File: src/rtl/i2s_pkg.sv
// Shared types and default-rate constants for the I2S clock sequencer.
package i2s_pkg;

    typedef enum logic [1:0] {IDLE, START, RUN, STOP} i2s_clk_state_t;

    localparam int I2S_MCLK_HZ = 12288000;
    localparam int I2S_FS      = 48000;

    // Master clocks per bit clock for a stereo frame of 2*frame_bits bits.
    function automatic int sclk_div_calc(input int mclk_hz, input int fs, input int frame_bits);
        return mclk_hz / (fs * 2 * frame_bits);
    endfunction

endpackage

File: src/rtl/i2s_rd_watchdog.sv
// Fifo read-response watchdog: flags reads not answered within RD_TIMEOUT clocks.
// The saturating underrun counter is built only when I2S_UNDERRUN_CNT_EN is defined.
module i2s_rd_watchdog #(
    parameter int RD_TIMEOUT = 8,
    parameter int CNT_W      = 16
) (
    input  logic             clk,
    input  logic             rst,
    input  logic             rd_en,
    input  logic             rd_valid,
    output logic             underrun,
    output logic [CNT_W-1:0] underrun_count
);

    localparam int WD_W = $clog2(RD_TIMEOUT + 1);

    logic            armed;
    logic [WD_W-1:0] wd_cnt;
    logic            expire;

    // A new request or a response in the terminal cycle wins over the timeout.
    assign expire = armed && !rd_en && !rd_valid && (wd_cnt == WD_W'(1));

    always_ff @(posedge clk or negedge rst) begin
        if (!rst) begin
            armed    <= 1'b0;
            wd_cnt   <= '0;
            underrun <= 1'b0;
        end else begin
            underrun <= expire;
            if (rd_en && rd_valid) begin
                armed  <= 1'b0;
                wd_cnt <= '0;
            end else if (rd_en) begin
                armed  <= 1'b1;
                wd_cnt <= WD_W'(RD_TIMEOUT);
            end else if (rd_valid) begin
                armed  <= 1'b0;
                wd_cnt <= '0;
            end else if (armed) begin
                wd_cnt <= wd_cnt - 1'b1;
                if (expire)
                    armed <= 1'b0;
            end
        end
    end

`ifdef I2S_UNDERRUN_CNT_EN
    logic [CNT_W-1:0] cnt;

    always_ff @(posedge clk or negedge rst) begin
        if (!rst)
            cnt <= '0;
        else if (expire && (cnt != '1))
            cnt <= cnt + 1'b1;
    end

    assign underrun_count = cnt;
`else
    assign underrun_count = '0;
`endif

endmodule

File: src/rtl/i2s_clk_ctrl.sv
// I2S master clock/frame sequencer: derives sclk/lrclk from clk and stops on frame boundaries.
// Optional underrun counter enabled by defining I2S_UNDERRUN_CNT_EN.
//
// state | meaning
// IDLE  | parked, sclk=0 lrclk=1, waiting for en
// START | one cycle, counters cleared
// RUN   | clocking frames, en=0 requests a stop
// STOP  | clocking until the right half-frame ends, then IDLE
module i2s_clk_ctrl
    import i2s_pkg::*;
#(
    parameter int FRAME_BITS = 32,
    parameter int SCLK_DIV   = sclk_div_calc(I2S_MCLK_HZ, I2S_FS, FRAME_BITS),
    parameter int RD_TIMEOUT = 8,
    parameter int CNT_W      = 16
) (
    input  logic             clk,
    input  logic             rst,
    input  logic             en,
    output logic             sclk,
    output logic             lrclk,
    output logic             frame_start,
    output logic             active,
    input  logic             rd_en,
    input  logic             rd_valid,
    output logic             underrun,
    output logic [CNT_W-1:0] underrun_count
);

    localparam int DIV_W = (SCLK_DIV > 2) ? $clog2(SCLK_DIV) : 1;
    localparam int BIT_W = $clog2(2 * FRAME_BITS);

    localparam logic [DIV_W-1:0] DIV_MAX  = DIV_W'(SCLK_DIV - 1);
    localparam logic [DIV_W-1:0] DIV_HALF = DIV_W'(SCLK_DIV / 2);
    localparam logic [BIT_W-1:0] BIT_MAX  = BIT_W'(2 * FRAME_BITS - 1);
    localparam logic [BIT_W-1:0] BIT_HALF = BIT_W'(FRAME_BITS);

    i2s_clk_state_t   state;
    logic [DIV_W-1:0] div_cnt;
    logic [BIT_W-1:0] bit_cnt;
    logic [DIV_W-1:0] div_nxt;
    logic [BIT_W-1:0] bit_nxt;
    logic             div_wrap;
    logic             bit_wrap;

    assign div_wrap = (div_cnt == DIV_MAX);
    assign bit_wrap = div_wrap && (bit_cnt == BIT_MAX);
    assign div_nxt  = div_wrap ? '0 : div_cnt + 1'b1;
    assign bit_nxt  = (bit_cnt == BIT_MAX) ? '0 : bit_cnt + 1'b1;

    assign active = (state == RUN) || (state == STOP);

    always_ff @(posedge clk or negedge rst) begin
        if (!rst) begin
            state       <= IDLE;
            div_cnt     <= '0;
            bit_cnt     <= '0;
            sclk        <= 1'b0;
            lrclk       <= 1'b1;
            frame_start <= 1'b0;
        end else begin
            frame_start <= 1'b0;
            case (state)
                IDLE: begin
                    div_cnt <= '0;
                    bit_cnt <= '0;
                    sclk    <= 1'b0;
                    lrclk   <= 1'b1;
                    if (en)
                        state <= START;
                end
                START: begin
                    // Left-channel edge lands on the first RUN cycle.
                    div_cnt     <= '0;
                    bit_cnt     <= '0;
                    sclk        <= 1'b0;
                    lrclk       <= 1'b0;
                    frame_start <= 1'b1;
                    state       <= RUN;
                end
                RUN, STOP: begin
                    div_cnt <= div_nxt;
                    sclk    <= (div_nxt >= DIV_HALF);
                    if (div_wrap) begin
                        bit_cnt     <= bit_nxt;
                        lrclk       <= (bit_nxt >= BIT_HALF);
                        frame_start <= bit_wrap;
                    end
                    if (state == RUN) begin
                        if (!en)
                            state <= STOP;
                    end else if (bit_wrap) begin
                        // Frame complete: park without starting a new left half.
                        state       <= IDLE;
                        lrclk       <= 1'b1;
                        frame_start <= 1'b0;
                    end
                end
                default: state <= IDLE;
            endcase
        end
    end

    i2s_rd_watchdog #(
        .RD_TIMEOUT (RD_TIMEOUT),
        .CNT_W      (CNT_W)
    ) u_rd_watchdog (
        .clk            (clk),
        .rst            (rst),
        .rd_en          (rd_en),
        .rd_valid       (rd_valid),
        .underrun       (underrun),
        .underrun_count (underrun_count)
    );

endmodule
File: config.mk
export PLATFORM = sky130hd
export DESIGN_NAME = i2s_clk_ctrl
export DESIGN_NICKNAME = d
export VERILOG_FILES = /design/src/rtl/i2s_pkg.sv /design/src/rtl/i2s_rd_watchdog.sv /design/src/rtl/i2s_clk_ctrl.sv
export SDC_FILE = /design/constraint.sdc
export NUM_CORES = 1
export LEC_CHECK = 0
export ABC_AREA = 1
export BUFFER_PORTS_ARGS = -buffer_cell sky130_fd_sc_hd__buf_2
export CAP_MARGIN = 5
export CORE_MARGIN = 2
export CORE_UTILIZATION = 55
export CTS_CLUSTER_DIAMETER = 200
export DETAILED_ROUTE_END_ITERATION = 12
export GPL_ROUTABILITY_DRIVEN = 1
export HOLD_SLACK_MARGIN = 0.03
export PLACE_DENSITY = 0.88
export SETUP_SLACK_MARGIN = 0.05
export SLEW_MARGIN = 20
export SYNTH_ARGS = -nofsm -noshare
export SYNTH_HDL_FRONTEND = slang
export SYNTH_SLANG_ARGS = --single-unit
File: constraint.sdc
create_clock -name clk -period 2.75 [get_ports clk]
set_input_delay 0 -clock clk [delete_from_list [all_inputs] [get_ports clk]]
set_output_delay 0 -clock clk [all_outputs]
set_load 0.005 [all_outputs]
==> metrics.md, run 1 <==
| Metric | Value |
|---|---|
| Hold Path Origin | en |
| GRT Util Overall | 0.1765 |
| Row count | 16 |
| Top-area cell type share of the netlist area | 0.3837 |
| Initial Util | 0.5768 |
| Share of power burned in registers | 0.413 |
| Core ar. | 0.001922 mm2 |
| Pleak | 0.0006477 uW |
| Hold Path Depth | 4 |
| Sequential fraction of the synthesis area | 0.4074 |
| DR vias/cell | 4.665 |
| Worst-path clk slew | 0.10 ns |
| Endpoint class of the critical path | flop |
| Reg2reg path depth | 6 |
| Global-route track usage on met3 | 0.04908 |
| Area leader, netlist | dfrtp_1 |
| Antenna-violating nets left | 0 |
| Gr ovfl total | 0 |
| Status | finished clean |
| CP dominant cell by count | dlygate4sd3_1 |
| Crit-path cells | dlygate4sd3_1, buf_2, inv_1, nand2_1, dlygate4sd3_1, nand2_1, dlygate4sd3_1 |
| Clock Path Buffers | 2 |
| Grt met1 use | 0.1853 |
| I/O pin cnt | 26 |
| Critical Path Start | rd_valid |
| R2R Path Start | u_rd_watchdog.wd_cnt[1] |
| Top achievable clock speed | 0.5794 GHz |
| Final hold viol count | 0 |
| Worst Skew | 0.001235 ns |
| Fin util | 0.6296 |
| Fin nets | 172 |
| Total wire length | 1.913 mm |
| Startpoint Class | input pin |
| Mapped cell area | 0.001109 mm2 |
| PortBufs | 9 |
| First-pass GRT wire length | 3.298 mm |
| Maximum VDD drop | 0.3998 mV |
| CTS Root Cell | clkbuf_4 |
| Yosys warning count | 0 |
| Hold Path Sink | state[0] |
| TritonCTS clock tree | done |
| DP HPWL | 1.462 mm |
| DR WL/cell | 10.34 um |
| RePlAce Congestion | 0.8882 |
| Internal Power | 525.2 uW |
| Largest net degree at the start of global routing | 19 |
| Ant. Diodes | 0 |
| Grt peak-use layer | met2 |
| Setup bufs post-CTS | 0 |
| Die ar. | 0.002391 mm2 |
| H-tree levels | 1 |
| Combinational power share | 0.396 |
| Delay-heaviest family, CP | buffers and inverters |
| Switching Share | 0.3897 |
| Met2 Use GR | 0.3493 |
| Final worst path period share | 0.6276 |
| First-pass DRT Iterations | 4 |
| Share of cells above drive strength 1 | 0.1772 |
| Ranking of synthesized cells by area | dfrtp_1, buf_4, nand2_1 |
| Slew Limit Fails | 0 |
| WS Path Type | input pin to flop |
| CP max stage delay | 0.56 ns |
| Psw | 335.3 uW |
| Syn_area_per_cell | 7.862 um2 |
| Mapped Cells | 141 |
| Post-cts gate resize count | 0 |
| WP buf/inv | 5 |
| Distinct cells, synth | 21 |
| Max Cap Violations | 0 |
| Clk pwr share | 0.191 |
| Reg2reg setup slack | 1.18 ns |
| Tmin final | 1.726 ns |
| Clock sink total | 18 |
| Pwr Total | 860.5 uW |
| Final setup TNS | 0 ns |
| PwrDens | 711.2 mW/mm2 |
| First DRT Iteration DRCs | 17 |
| FF+latch count, synth | 18 |
| Critical path's slowest cell | dlygate4sd3_1 |
| Clock Latency Late Sink | 0.29 ns |
| Vias in the first global route | 820 |
| Die height | 48.90 um |
| TritonCTS buffer count | 3 |
| DRC viols | 0 |
| Crit. path cell count | 7 |
| Required @ worst endpoint | 2.99 ns |
| Die width | 48.90 um |
| Syn-to-layout area delta | 9.142% |
| CP Data Arrival Time | 1.96 ns |
| CP max FO | 2 |
| RSZ-0062 raised after global routing | no |
| Reg2reg end | u_rd_watchdog.armed |
| Vias | 863 |
| Initial antenna violation count | 0 |
| Hold WC Path Type | input pin to flop |
| Setup violators final | 0 |
-- power by group through the flow --
stage / clock (uW) / sequential [uW] / combinational (uW)
final: 165 / 355 / 341
after global routing: 177 / 361 / 401
after CTS: 167 / 354 / 344
after detailed placement: 0 / 361 / 335
after global placement: 0 / 355 / 323
after floorplan: 0 / 353 / 269
-- synthesized netlist by cell type (all sizes together) --
cell and count:
nand2 36, nor3 2, nor2 15, dfrtp 17
nand3 11, buf 16, and3 1, a21oi 6
dfstp 1, o21ai 5, ha 8, o22ai 2
or2 1, conb 1, inv 19
-- state kept, by name, indices dropped and copies added (netlist names) --
signal                  flops
bit_cnt                     6
u_rd_watchdog.armed         1
u_rd_watchdog.underrun      1
u_rd_watchdog.wd_cnt        4
lrclk                       1
frame_start                 1
div_cnt                     2
state                       2
-- cells in the final DEF, fill, tap and decap left out, types with 2 or more instances in the layout --
master         instances
nand2_1               32
nor2_2                 2
a21oi_1                6
clkbuf_4               3
conb_1                16
nor3_1                 2
ha_1                   8
inv_1                 12
o21ai_1                2
o22ai_1                2
nand3_1               10
nand2_2                3
o21ai_0                3
buf_2                  9
nor2_1                13
dlygate4sd3_1          5
dfrtp_1               17
inv_2                  7
-- worst register-to-register path, stage by stage, from the launching register on --
cell and delay (ns):
dfrtp_1 0.40, inv_1 0.11, ha_1 0.17, nand3_1 0.11, nand3_1 0.08, nand2_1 0.05, dlygate4sd3_1 0.55
-- per-stage QoR --
stage / instances / setup slack (ns) / hold WS [ns] / instance area (um2)
finish: 185 / 1.024 / 0.06494 / 1210
global route: 185 / 0.9653 / 0.08505 / 1210
CTS: 185 / 1.088 / 0.06161 / 1210
detailed placement: 176 / 1.373 / -0.05117 / 1124
global placement: 176 / 1.420 / -0.05601 / 1124
floorplan: 156 / 1.474 / -0.2956 / 1165
-- final cells by class --
class	instances	area, um2
Timing Repair Buffer	14	95.09
Tap cell	27	33.78
Inverter	19	71.32
Multi-Input combinational cell	103	521.8
Fill cell	168	711.9
Sequential cell	18	451.7
Clock buffer	4	36.28
-- layer usage --
metal / part of all wire / vias to the layer above
met1: 0.41 / 398
met3: 0.040 / 2
met4: 0.0099 / 0
met2: 0.54 / 20
met5: 0 / -
li1: - / 443
-- worst max-delay path by stage --
stage | to
finish | u_rd_watchdog.armed
global route | u_rd_watchdog.armed
CTS | u_rd_watchdog.armed
detailed placement | state[0]
global placement | state[0]
floorplan | state[0]
-- kinds of logic after synthesis --
kind of cell    after synthesis  synth area share
compound gates               13           0.06094
flops                        18            0.4075
simple gates                 66            0.2653
other cells                   1          0.003383
fa+ha+maj                     8           0.09030
buf+inv                      35            0.1727
-- repair_timing --
| action | in CTS | in global routing |
|---|---|---|
| hold buffers | 5 | 0 |
| hold endpoints to repair | 23 | 0 |
| endpoints found under the setup margin | 0 | 0 |
Note: power is estimated with default switching activity, not from simulation.
==> inputs of run 2 (changes only) <==
--- a/config.mk
+++ b/config.mk
@@ -9,12 +9,12 @@
 export BUFFER_PORTS_ARGS = -buffer_cell sky130_fd_sc_hd__buf_2
 export CAP_MARGIN = 5
 export CORE_MARGIN = 2
-export CORE_UTILIZATION = 55
+export CORE_UTILIZATION = 52
 export CTS_CLUSTER_DIAMETER = 200
 export DETAILED_ROUTE_END_ITERATION = 12
 export GPL_ROUTABILITY_DRIVEN = 1
 export HOLD_SLACK_MARGIN = 0.03
-export PLACE_DENSITY = 0.88
+export PLACE_DENSITY = 0.85
 export SETUP_SLACK_MARGIN = 0.05
 export SLEW_MARGIN = 20
 export SYNTH_ARGS = -nofsm -noshare
==> constraint.sdc (replaced) <==
create_clock -name clk -period 1.7 [get_ports clk]
set_input_delay 0 -clock clk [delete_from_list [all_inputs] [get_ports clk]]
set_output_delay 0 -clock clk [all_outputs]
set_load 0.005 [all_outputs]
==> metrics.md, run 2 (synthesis results as in run 1) <==
| Metric | Value |
|---|---|
| RePlAce Congestion | 0.8684 (-2.2%) |
| I/O pin cnt | 26 (unchanged) |
| Maximum VDD drop | 0.6790 mV (+70%) |
| First DRT Iteration DRCs | 3 (-14) |
| First-pass GRT wire length | 3.015 mm (-8.6%) |
| PwrDens | 1153 mW/mm2 (+62%) |
| Top achievable clock speed | 0.7096 GHz |
| WS Path Type | flop to flop |
| Commonest non-fill, non-tap cell in the layout | nand2_1 |
| Min Hold Slack | 0.05958 ns (-0.005363 ns) |
| Fin nets | 171 (-0.58%) |
| Vias in the first global route | 790 (-3.7%) |
| Reg2reg path depth | 8 (+2) |
| Max Cap Violations | 0 (unchanged) |
| WP buf/inv | 2 (-3) |
| Initial antenna violation count | 0 (unchanged) |
| Filler cell count | 170 (+1.2%) |
| Crit-path cells | inv_1, ha_1, inv_2, nand2_4, or2_1, nand2_1, nand3_1, nand2_1 |
| Required @ worst endpoint | 1.93 ns (-1.06 ns) |
| H-tree levels | 1 (unchanged) |
| DP HPWL | 1.407 mm (-3.8%) |
| Row count | 16 (unchanged) |
| Largest net degree at the start of global routing | 19 (unchanged) |
| CTS Root Cell | clkbuf_4 |
| Die ar. | 0.002517 mm2 (+5.3%) |
| Final hold viol count | 0 (unchanged) |
| Hold WC Path Type | input pin to flop |
| Die width | 50.17 um (+2.6%) |
| Antenna-violating nets left | 0 (unchanged) |
| TritonCTS clock tree | done |
| Delay-heaviest family, CP | simple AND/OR/NAND/NOR gates |
| Hold Path Sink | state[1] |
| Setup bufs post-CTS | 0 (unchanged) |
| Final worst path period share | 0.8290 |
| Most frequent cells in the layout | nand2_1, dfrtp_1, conb_1 |
| Max FFs per register | 6 (unchanged) |
| Pleak | 0.0006424 uW (-0.81%) |
| GRT Util Overall | 0.1561 (-0.02050) |
| Final setup TNS | 0 ns (unchanged) |
| Startpoint Class | flop |
| Hold Path Depth | 4 (unchanged) |
| Gr ovfl total | 0 (unchanged) |
| Initial Util | 0.5593 (-0.01748) |
| Share of cells above drive strength 1 | 0.1783 (+0.001129) |
| CP max stage delay | 0.41 ns (-0.15 ns) |
| First-pass DRT Iterations | 3 (-1) |
| Tmin final | 1.409 ns |
| Reg2reg setup slack | 0.29 ns (-0.89 ns) |
| DR WL/cell | 9.576 um (-7.4%) |
| CP Data Arrival Time | 1.64 ns (-0.32 ns) |
| Setup violators final | 0 (unchanged) |
| Core ar. | 0.001982 mm2 (+3.1%) |
| Hold-fix buffers at CTS | 4 (-1) |
| R2R Path Start | state[0] |
| Post-cts gate resize count | 0 (unchanged) |
| CP max FO | 7 (+5) |
| DR vias/cell | 4.565 (-2.1%) |
| Worst Skew | 0.004221 ns (+0.002987 ns) |
| Clock sink total | 18 (unchanged) |
| Vias | 840 (-2.7%) |
| RSZ-0062 raised after global routing | no |
| TritonCTS buffer count | 3 (unchanged) |
| PortBufs | 9 (unchanged) |
| Status | finished clean |
| Clock Path Buffers | 2 (unchanged) |
| CP dominant cell by count | nand2_1 |
| Fin util | 0.6054 (-0.02413) |
| Critical path's slowest cell | dfrtp_1 |
| Worst-path clk slew | 0.10 ns (about the same) |
| Clock Latency Late Sink | 0.29 ns (about the same) |
| DRC viols | 0 (unchanged) |
| Hold Path Origin | en |
| Ant. Diodes | 0 (unchanged) |
| Total wire length | 1.762 mm (-7.9%) |
| Endpoint class of the critical path | flop |
| Die height | 50.17 um (+2.6%) |
| Reg2reg end | state[0] |
| Top flop regs | bit_cnt x6, u_rd_watchdog.wd_cnt x4 |
| Syn-to-layout area delta | 8.239% |
| Biggest register | bit_cnt |
| Slew Limit Fails | 0 (unchanged) |
| Critical Path Start | state[0] |
[run 2: cell count changes in the layout (fill, tap and decap cells not counted), sizes merged]
| cell | before | now |
|---|---|---|
| dlygate4sd3 | 5 | 4 |
[run 2: cell type report]
class | count | area, um2 | share of cell area
Inverter | 19 | 71.32 | 0.05944
Timing Repair Buffer | 13 | 85.08 | 0.07091
Multi-Input combinational cell | 103 | 521.8 | 0.4348
Tap cell | 27 | 33.78 | 0.02815
Clock buffer | 4 | 36.28 | 0.03024
Sequential cell | 18 | 451.7 | 0.3764
[run 2: where the power goes]
group / switching [uW] / internal, uW / total (uW)
registers: 58.7 / 512 / 571
clock network: 131 / 130 / 261
logic: 345 / 206 / 551
total: 535 / 849 / 1380
[run 2: through the flow]
step	worst slack, ns	power, uW	instances	cell area (um2)
after floorplan	0.4240	1006	156	1165
after global placement	0.3798	1102	176	1124
after detailed placement	0.3069	1130	176	1124
after CTS	0.2734	1406	184	1200
after global routing	0.1658	1511	184	1200
final	0.2907	1384	184	1200
[run 2: worst max path at each step]
stage | endpoint | depth (start not counted) | slack [ns]
finish | state[0] | 8 | 0.29
global route | state[0] | 8 | 0.17
CTS | state[0] | 8 | 0.27
detailed placement | state[0] | 8 | 0.31
global placement | lrclk | 10 | 0.38
floorplan | state[0] | 8 | 0.42
[run 2: per-layer routing]
| metal | vias up | track usage | part of all wire |
|---|---|---|---|
| li1 | 442 | - | - |
| met1 | 386 | 0.1750 | 0.42 |
| met2 | 10 | 0.2873 | 0.55 |
| met3 | 2 | 0.03571 | 0.024 |
| met4 | 0 | 0.05093 | 0.0091 |
| met5 | - | 0 | 0 |
[run 2: worst register-to-register path, stage by stage (launching register included)]
cell and delay, ns:
dfrtp_1 0.41, inv_1 0.10, ha_1 0.24, inv_2 0.10
nand2_4 0.07, or2_1 0.23, nand2_1 0.06, nand3_1 0.07
nand2_1 0.08
